## src/rtl/pet2001kbd_pkg.sv

```systemverilog
// Shared types, PS/2 prefix bytes and the PS/2-set-2 to PET matrix keymap.
// No timing: constants and constant functions only.
// No flow control: consumed by the responder FSM and the keymap lookup.
package pet2001kbd_pkg;

  typedef enum logic [2:0] {
    IDLE   = 3'd0,
    EXT    = 3'd1,
    BRK    = 3'd2,
    EXTBRK = 3'd3,
    SKIP   = 3'd4
  } kbd_state_e;

  localparam logic [7:0] E0 = 8'hE0;  // extended-key prefix
  localparam logic [7:0] E1 = 8'hE1;  // Pause prefix
  localparam logic [7:0] F0 = 8'hF0;  // break prefix
  localparam logic [7:0] AA = 8'hAA;  // keyboard self-test passed

  typedef struct packed {
    logic       valid;
    logic [3:0] row;
    logic [2:0] col;
  } km_entry_t;

  // Indexed by {ext, code}: entries 0..255 plain codes, 256..511 E0 codes.
  typedef km_entry_t [511:0] km_table_t;

  function automatic km_entry_t km(input int row, input int col);
    km_entry_t e;
    e.valid = 1'b1;
    e.row   = 4'(row);
    e.col   = 3'(col);
    return e;
  endfunction

  // PET graphics keyboard layout; anything not listed reads as unmapped.
  function automatic km_table_t build_keymap();
    km_table_t t;
    t = '0;
    // row 0: HOME, cursor right
    t[9'h16C] = km(0, 6);  t[9'h174] = km(0, 7);
    // row 1: cursor up/down (both arrow keys share the PET key)
    t[9'h175] = km(1, 7);  t[9'h172] = km(1, 7);
    // row 2: Q E T U O, keypad 7 9
    t[9'h015] = km(2, 0);  t[9'h024] = km(2, 1);  t[9'h02C] = km(2, 2);
    t[9'h03C] = km(2, 3);  t[9'h044] = km(2, 4);
    t[9'h06C] = km(2, 6);  t[9'h07D] = km(2, 7);
    // row 3: W R Y I P
    t[9'h01D] = km(3, 0);  t[9'h02D] = km(3, 1);  t[9'h035] = km(3, 2);
    t[9'h043] = km(3, 3);  t[9'h04D] = km(3, 4);
    // row 4: A D G J L
    t[9'h01C] = km(4, 0);  t[9'h023] = km(4, 1);  t[9'h034] = km(4, 2);
    t[9'h03B] = km(4, 3);  t[9'h04B] = km(4, 4);
    // row 5: S F H K :
    t[9'h01B] = km(5, 0);  t[9'h02B] = km(5, 1);  t[9'h033] = km(5, 2);
    t[9'h042] = km(5, 3);  t[9'h04C] = km(5, 4);
    // row 6: Z C B M, RETURN
    t[9'h01A] = km(6, 0);  t[9'h021] = km(6, 1);  t[9'h032] = km(6, 2);
    t[9'h03A] = km(6, 3);  t[9'h05A] = km(6, 5);
    // row 7: X V N ,
    t[9'h022] = km(7, 0);  t[9'h02A] = km(7, 1);  t[9'h031] = km(7, 2);
    t[9'h041] = km(7, 3);
    // row 8: left SHIFT, right SHIFT
    t[9'h012] = km(8, 0);  t[9'h059] = km(8, 5);
    // row 9: SPACE, RUN/STOP
    t[9'h029] = km(9, 2);  t[9'h076] = km(9, 4);
    return t;
  endfunction

  localparam km_table_t KEYMAP = build_keymap();

endpackage

```

## src/rtl/pet2001kbd_if.sv

```systemverilog
// Scancode input and PIA row-scan bundle for the keyboard matrix responder.
// keyin lags keyrow by one clock.
// No backpressure: kbd_strobe is a one-cycle push; every strobe is consumed.
interface pet2001kbd_if;
  logic [7:0] kbd_data;
  logic       kbd_strobe;
  logic [3:0] keyrow;
  logic [7:0] keyin;

  modport master (output kbd_data, output kbd_strobe, output keyrow, input keyin);
  modport slave  (input kbd_data, input kbd_strobe, input keyrow, output keyin);
endinterface

```

## src/rtl/pet2001kbd_keymap.sv

```systemverilog
// Combinational PS/2 {ext, code} to PET matrix position lookup.
// Zero latency.
// No flow control; reusable by any key-event source.
module pet2001keymap
  import pet2001kbd_pkg::*;
(
  input  logic       ext,
  input  logic [7:0] code,
  output logic       valid,
  output logic [3:0] row,
  output logic [2:0] col
);

  km_entry_t entry;

  assign entry = KEYMAP[{ext, code}];
  assign valid = entry.valid;
  assign row   = entry.row;
  assign col   = entry.col;

endmodule

```

## src/rtl/pet2001kbd.sv

```systemverilog
// PET keyboard matrix responder: PS/2 make/break bytes into a 10x8 key matrix.
// Matrix updates at the strobe edge; keyin is registered one clock after keyrow.
// No backpressure: one byte per cycle accepted, back-to-back strobes allowed.
module pet2001kbd
  import pet2001kbd_pkg::*;
#(
  parameter int NUM_ROWS = 10,
  parameter int E1_SKIP  = 7
) (
  input  logic         clk,
  input  logic         reset,
  pet2001kbd_if.slave  bus
);

  localparam int CW = (E1_SKIP < 2) ? 1 : $clog2(E1_SKIP + 1);

  localparam logic [2:0] S_IDLE   = IDLE;
  localparam logic [2:0] S_EXT    = EXT;
  localparam logic [2:0] S_BRK    = BRK;
  localparam logic [2:0] S_EXTBRK = EXTBRK;
  localparam logic [2:0] S_SKIP   = SKIP;

  logic [2:0]                state, state_nxt;
  logic [CW-1:0]             skip_cnt, skip_cnt_nxt;
  logic [NUM_ROWS-1:0][7:0]  mtx;
  logic                      ev_vld, ev_make, ev_ext, bat_clr;
  logic                      km_valid;
  logic [3:0]                km_row;
  logic [2:0]                km_col;
  logic                      is_prefix;

  assign is_prefix = (bus.kbd_data == E0) || (bus.kbd_data == E1) || (bus.kbd_data == F0);

  // Prefix decoder: turns each strobed byte into next state plus an optional key event.
  always_comb begin
    state_nxt    = state;
    skip_cnt_nxt = skip_cnt;
    ev_vld       = 1'b0;
    ev_make      = 1'b0;
    ev_ext       = 1'b0;
    bat_clr      = 1'b0;
    if (bus.kbd_strobe) begin
      case (state)
        S_IDLE: begin
          if (bus.kbd_data == E0) begin
            state_nxt = S_EXT;
          end else if (bus.kbd_data == F0) begin
            state_nxt = S_BRK;
          end else if (bus.kbd_data == E1) begin
            state_nxt    = S_SKIP;
            skip_cnt_nxt = CW'(E1_SKIP);
          end else if (bus.kbd_data == AA) begin
            bat_clr = 1'b1;
          end else begin
            ev_vld  = 1'b1;
            ev_make = 1'b1;
          end
        end
        S_EXT: begin
          state_nxt = S_IDLE;
          if (bus.kbd_data == F0) begin
            state_nxt = S_EXTBRK;
          end else if (!is_prefix) begin
            ev_vld  = 1'b1;
            ev_make = 1'b1;
            ev_ext  = 1'b1;
          end
        end
        S_BRK: begin
          state_nxt = S_IDLE;
          ev_vld    = !is_prefix;
        end
        S_EXTBRK: begin
          state_nxt = S_IDLE;
          ev_vld    = !is_prefix;
          ev_ext    = 1'b1;
        end
        S_SKIP: begin
          // The byte that takes the counter to zero is the last one swallowed.
          if (skip_cnt <= CW'(1)) begin
            state_nxt    = S_IDLE;
            skip_cnt_nxt = '0;
          end else begin
            skip_cnt_nxt = skip_cnt - CW'(1);
          end
        end
        default: state_nxt = S_IDLE;
      endcase
    end
  end

  pet2001keymap u_keymap (
    .ext   (ev_ext),
    .code  (bus.kbd_data),
    .valid (km_valid),
    .row   (km_row),
    .col   (km_col)
  );

  // Prefix state and Pause skip counter.
  always_ff @(posedge clk or posedge reset) begin
    if (reset) begin
      state    <= S_IDLE;
      skip_cnt <= '0;
    end else begin
      state    <= state_nxt;
      skip_cnt <= skip_cnt_nxt;
    end
  end

  // Key matrix: BAT clears everything, mapped make/break sets/clears one bit.
  always_ff @(posedge clk or posedge reset) begin
    if (reset) begin
      mtx <= '0;
    end else if (bat_clr) begin
      mtx <= '0;
    end else if (ev_vld && km_valid && (32'(km_row) < NUM_ROWS)) begin
      mtx[km_row][km_col] <= ev_make;
    end
  end

  // Registered active-low row readout; unpopulated rows read as no key.
  always_ff @(posedge clk or posedge reset) begin
    if (reset) begin
      bus.keyin <= 8'hFF;
    end else if (32'(bus.keyrow) < NUM_ROWS) begin
      bus.keyin <= ~mtx[bus.keyrow];
    end else begin
      bus.keyin <= 8'hFF;
    end
  end

endmodule

```

## src/flat_wrapper.sv

```systemverilog
// flat-port wrapper written by rule: the top's interface ports become plain ports
module pet2001kbd_flat import pet2001kbd_pkg::*;
#(
  parameter int NUM_ROWS = 10,
  parameter int E1_SKIP  = 7
)
  (clk, reset, bus_kbd_data, bus_kbd_strobe, bus_keyrow, bus_keyin);
  pet2001kbd_if bus_i ();
  input  logic clk;
  input  logic reset;
  input wire logic [$bits(bus_i.kbd_data)-1:0] bus_kbd_data;
  input wire logic [$bits(bus_i.kbd_strobe)-1:0] bus_kbd_strobe;
  input wire logic [$bits(bus_i.keyrow)-1:0] bus_keyrow;
  output wire logic [$bits(bus_i.keyin)-1:0] bus_keyin;
  assign bus_i.kbd_data = bus_kbd_data;
  assign bus_i.kbd_strobe = bus_kbd_strobe;
  assign bus_i.keyrow = bus_keyrow;
  assign bus_keyin = bus_i.keyin;
  pet2001kbd #(.NUM_ROWS(NUM_ROWS), .E1_SKIP(E1_SKIP)) u_core (.clk(clk), .reset(reset), .bus(bus_i));
endmodule
```

## config.mk

```make
export PLATFORM = sky130hd
export DESIGN_NAME = pet2001kbd_flat
export DESIGN_NICKNAME = d
export VERILOG_FILES = /design/src/rtl/pet2001kbd_pkg.sv /design/src/rtl/pet2001kbd_if.sv /design/src/rtl/pet2001kbd_keymap.sv /design/src/rtl/pet2001kbd.sv /design/src/flat_wrapper.sv
export SDC_FILE = /design/constraint.sdc
export NUM_CORES = 1
export LEC_CHECK = 0
export CORE_UTILIZATION = 50
export CTS_BUF_LIST = sky130_fd_sc_hd__clkbuf_16
export DETAILED_ROUTE_END_ITERATION = 8
export PLACE_DENSITY = 0.64
export SLEW_MARGIN = 20
export SYNTH_ARGS = -nofsm -noshare
export SYNTH_HDL_FRONTEND = slang
export SYNTH_SLANG_ARGS = --single-unit
export TNS_END_PERCENT = 5
```

## constraint.sdc

```tcl
create_clock -name clk -period 8.2 [get_ports clk]
set_input_delay 2.46 -clock clk [delete_from_list [all_inputs] [get_ports clk]]
set_output_delay 2.46 -clock clk [all_outputs]
set_load 0.05 [all_outputs]
```

==> metrics <==
outcome complete, no violations; Placed Cells incl. Taps 673; xor-xnor portion of the synthesized cell area 0%; syn nets 573; non-filler cells, final 689; Synth Register Bits 94; core area between 0.01 and 0.015 mm^2; largest net degree at the start of global routing 82; Internal approximately 0.88 mW; TritonCTS buffer count 9; IO Count 23; post-synthesis compound-gate area fraction 23.5%; fin util 56.9%; Root Buffer clkbuf_16; Avg Inst Size Synth a little over 10 um^2; Adder-Cell Fraction of Synth Area under 10%; Max Freq about 170 MHz; first-pass iteration count of the detailed router 5; Mapped Cells 550; H-tree levels 3; Clk pin slew, worst setup/hold paths 0.07 ns; Detailed Place HPWL between 8000 and 9000 um; Placed Area just under 0.006 mm^2; Final Wtd Congestion 0.949; Final Hold Fails 0; count of final setup violators 0; Die Y 108 um; TNS Setup 0 ns; post_cts resized 0; Total GRT Usage 24.8%; worst path arrival time just over 6 ns; startpoint types primary input; r2r endpoint u_core.mtx[6]$_DFFE_PP0P_; worst-case clock buffer depth 2; Routed WL per cell roughly 19 um; first-pass GRT wire length around 22000 um; Synth async-reset ratio 100%; Yosys cell types 79; Max Cap Viol 0; gr ovfl total 0; Die X around 110 um; Primary FF master, synth dfrtp_1; switching share of power between 20% and 30%; worst reg2reg startpoint u_core.state[2]$_DFFE_PP0P_; via count of the first global-routing pass approximately 4200; LEAKAGE 2.54 nW; CP Cell Sequence clkdlybuf4s50_1 > inv_1 > ha_1 > mux4_2 > nor2b_1 > o21ai_1 > a311o_1 > nor2b_1 > nand2_1 > or2_1 > o21ai_1; Setup crit start bus_kbd_data[1]; TritonCTS clock tree built; drt first-iter violations ~260; crit end category flip-flop; mux contribution to synthesized area 10.3%; Skew-Pair Late Insertion Delay 0.35 ns; Top delay family on crit path simple AND/OR/NAND/NOR gates; Antenna diodes 0; Sequential Power Share roughly 43%; cell with the largest stage delay on the worst path clkdlybuf4s50_1; clk_skew ~0.0074 ns; # rows 38; worst hold path type reg2reg; DR DRC count 0; Buf/Inv on CP 2; Levels on crit path 11; most frequent cells in the layout dfrtp_1 (86), o211ai_1 (53), nand2_1 (34), and2_1 (31), o21ai_0 (31); CP max stage delay 0.71 ns; Post-Synth Simple-Gate Area ~18%; Clk network pwr share 43.4%; initial antenna violation count 0; Nets around 570; Crit Path Category in2reg; CP Data Required Time between 8 and 9 ns; layout cell share with drive strength beyond 1 14.2%; vias per cell between 6 and 7; largest family of logic cells by synthesized area compound AO/OA/AOI/OAI gates; Worst VDD drop 0.000130 V; Yosys warnings 0; # port buffers 22; sequential element share of the synthesized area between 40% and 50%; combinational power share between 10% and 20%; crit path max fanout 16; Worst Tran Pin Value roughly 1.0 ns; hold_buf cts 0; Switch Pwr 0.292 mW; initial core utilization around half; Period minus WS final between 5 and 6 ns; power per cell area between 150 and 200 mW/mm^2; cell area after layout between 0.006 and 0.007 mm^2; RSZ-0062 raised after global routing no; Netlist Area Pre-Place 0.00560 mm^2; Final ANT Viol Nets 0; WL final roughly 13000 um; post-CTS setup buffer count 0; Slew Limit Fails 0; final period utilization a little under three quarters; Total Power 1.17 mW; worst setup path end u_core.mtx[2]$_DFFE_PP0P_; clock net sink count 94; commonest non-fill, non-tap cell in the layout dfrtp_1; r2r setup slk approximately 5.5 ns; die area 0.0116 mm^2; Worst R2R Path Depth 8; Post-synth EDFFs 0; Via Count 4419; Rel. slew slack a little under a third; area grow syn2layout 10.7%
==> area by class of cell <==
class / count / area (um^2)
Fill cell: 939 / 4690
Clock buffer: 9 / 225
Inverter: 11 / 43.8
Sequential cell: 94 / 2360
Tap cell: 140 / 175
Timing Repair Buffer: 27 / 258
Multi-Input combinational cell: 401 / 2990
Clock inverter: 7 / 144
==> through the flow <==
step                      worst slack [ns]  hold slack (ns)
after floorplan                       3.15            0.447
after global placement                2.10            0.464
after detailed placement              1.97            0.465
after CTS                             2.34            0.486
after global routing                  2.02            0.494
final                                 2.32            0.485
==> registers in the layout, indices dropped and copies added (netlist names) <==
register,count
u_core.mtx,80
u_core.bus.keyin,8
u_core.skip_cnt,3
u_core.state,3
==> power groups by stage <==
stage | Combinational, mW | Sequential [mW] | Clock [mW]
finish | 0.162 | 0.504 | 0.510
global route | 0.180 | 0.506 | 0.534
CTS | 0.162 | 0.503 | 0.517
detailed placement | 0.162 | 0.512 | 0
global placement | 0.159 | 0.510 | 0
floorplan | 0.119 | 0.512 | 0
==> logic make-up (layout without fill, tap and decap cells) <==
| family | count (synthesis) | in the layout |
|---|---|---|
| flops | 94 | 94 |
| mux | 35 | 35 |
| buf+inv | 55 | 54 |
| compound gates | 189 | 189 |
| simple gates | 169 | 169 |
| fa+ha+maj | 8 | 8 |
==> cell usage after synthesis, types with 10 or more instances <==
| library cell | n | share of area [%] |
|---|---|---|
| nor2_1 | 22 | 1.5 |
| nor2b_1 | 10 | 1.1 |
| and2_1 | 31 | 3.5 |
| nand2_1 | 34 | 2.3 |
| buf_2 | 17 | 1.5 |
| o21ai_0 | 31 | 2.8 |
| o211ai_1 | 53 | 7.1 |
| dfrtp_1 | 86 | 38 |
| a21oi_1 | 13 | 1.2 |
| nand4_1 | 10 | 1.1 |
| clkbuf_1 | 22 | 1.5 |
| mux4_2 | 17 | 6.8 |
| o21ai_1 | 28 | 2.5 |
==> worst min path at each step <==
stage	slack, ns	endpoint	depth (start not counted)	start
2_1_floorplan	0.45	u_core.mtx[72]$_DFFE_PP0P_	1	u_core.mtx[72]$_DFFE_PP0P_
3_3_place_gp	0.46	u_core.mtx[73]$_DFFE_PP0P_	1	u_core.mtx[73]$_DFFE_PP0P_
3_5_place_dp	0.47	u_core.mtx[29]$_DFFE_PP0P_	1	u_core.mtx[29]$_DFFE_PP0P_
4_1_cts	0.49	u_core.mtx[29]$_DFFE_PP0P_	1	u_core.mtx[29]$_DFFE_PP0P_
5_1_grt	0.49	u_core.mtx[21]$_DFFE_PP0P_	1	u_core.mtx[21]$_DFFE_PP0P_
6_report	0.48	u_core.mtx[70]$_DFFE_PP0P_	1	u_core.mtx[70]$_DFFE_PP0P_
==> routing by layer <==
metal | global-route usage [%] | part of all wire [%] | up-vias
li1 | - | - | 2070
met1 | 34.8 | 46 | 2210
met2 | 38.8 | 48 | 119
met3 | 4.60 | 4.4 | 20
met4 | 7.83 | 1.6 | 0
met5 | 0 | 0 | -
Power figures use the tool's default switching activity.
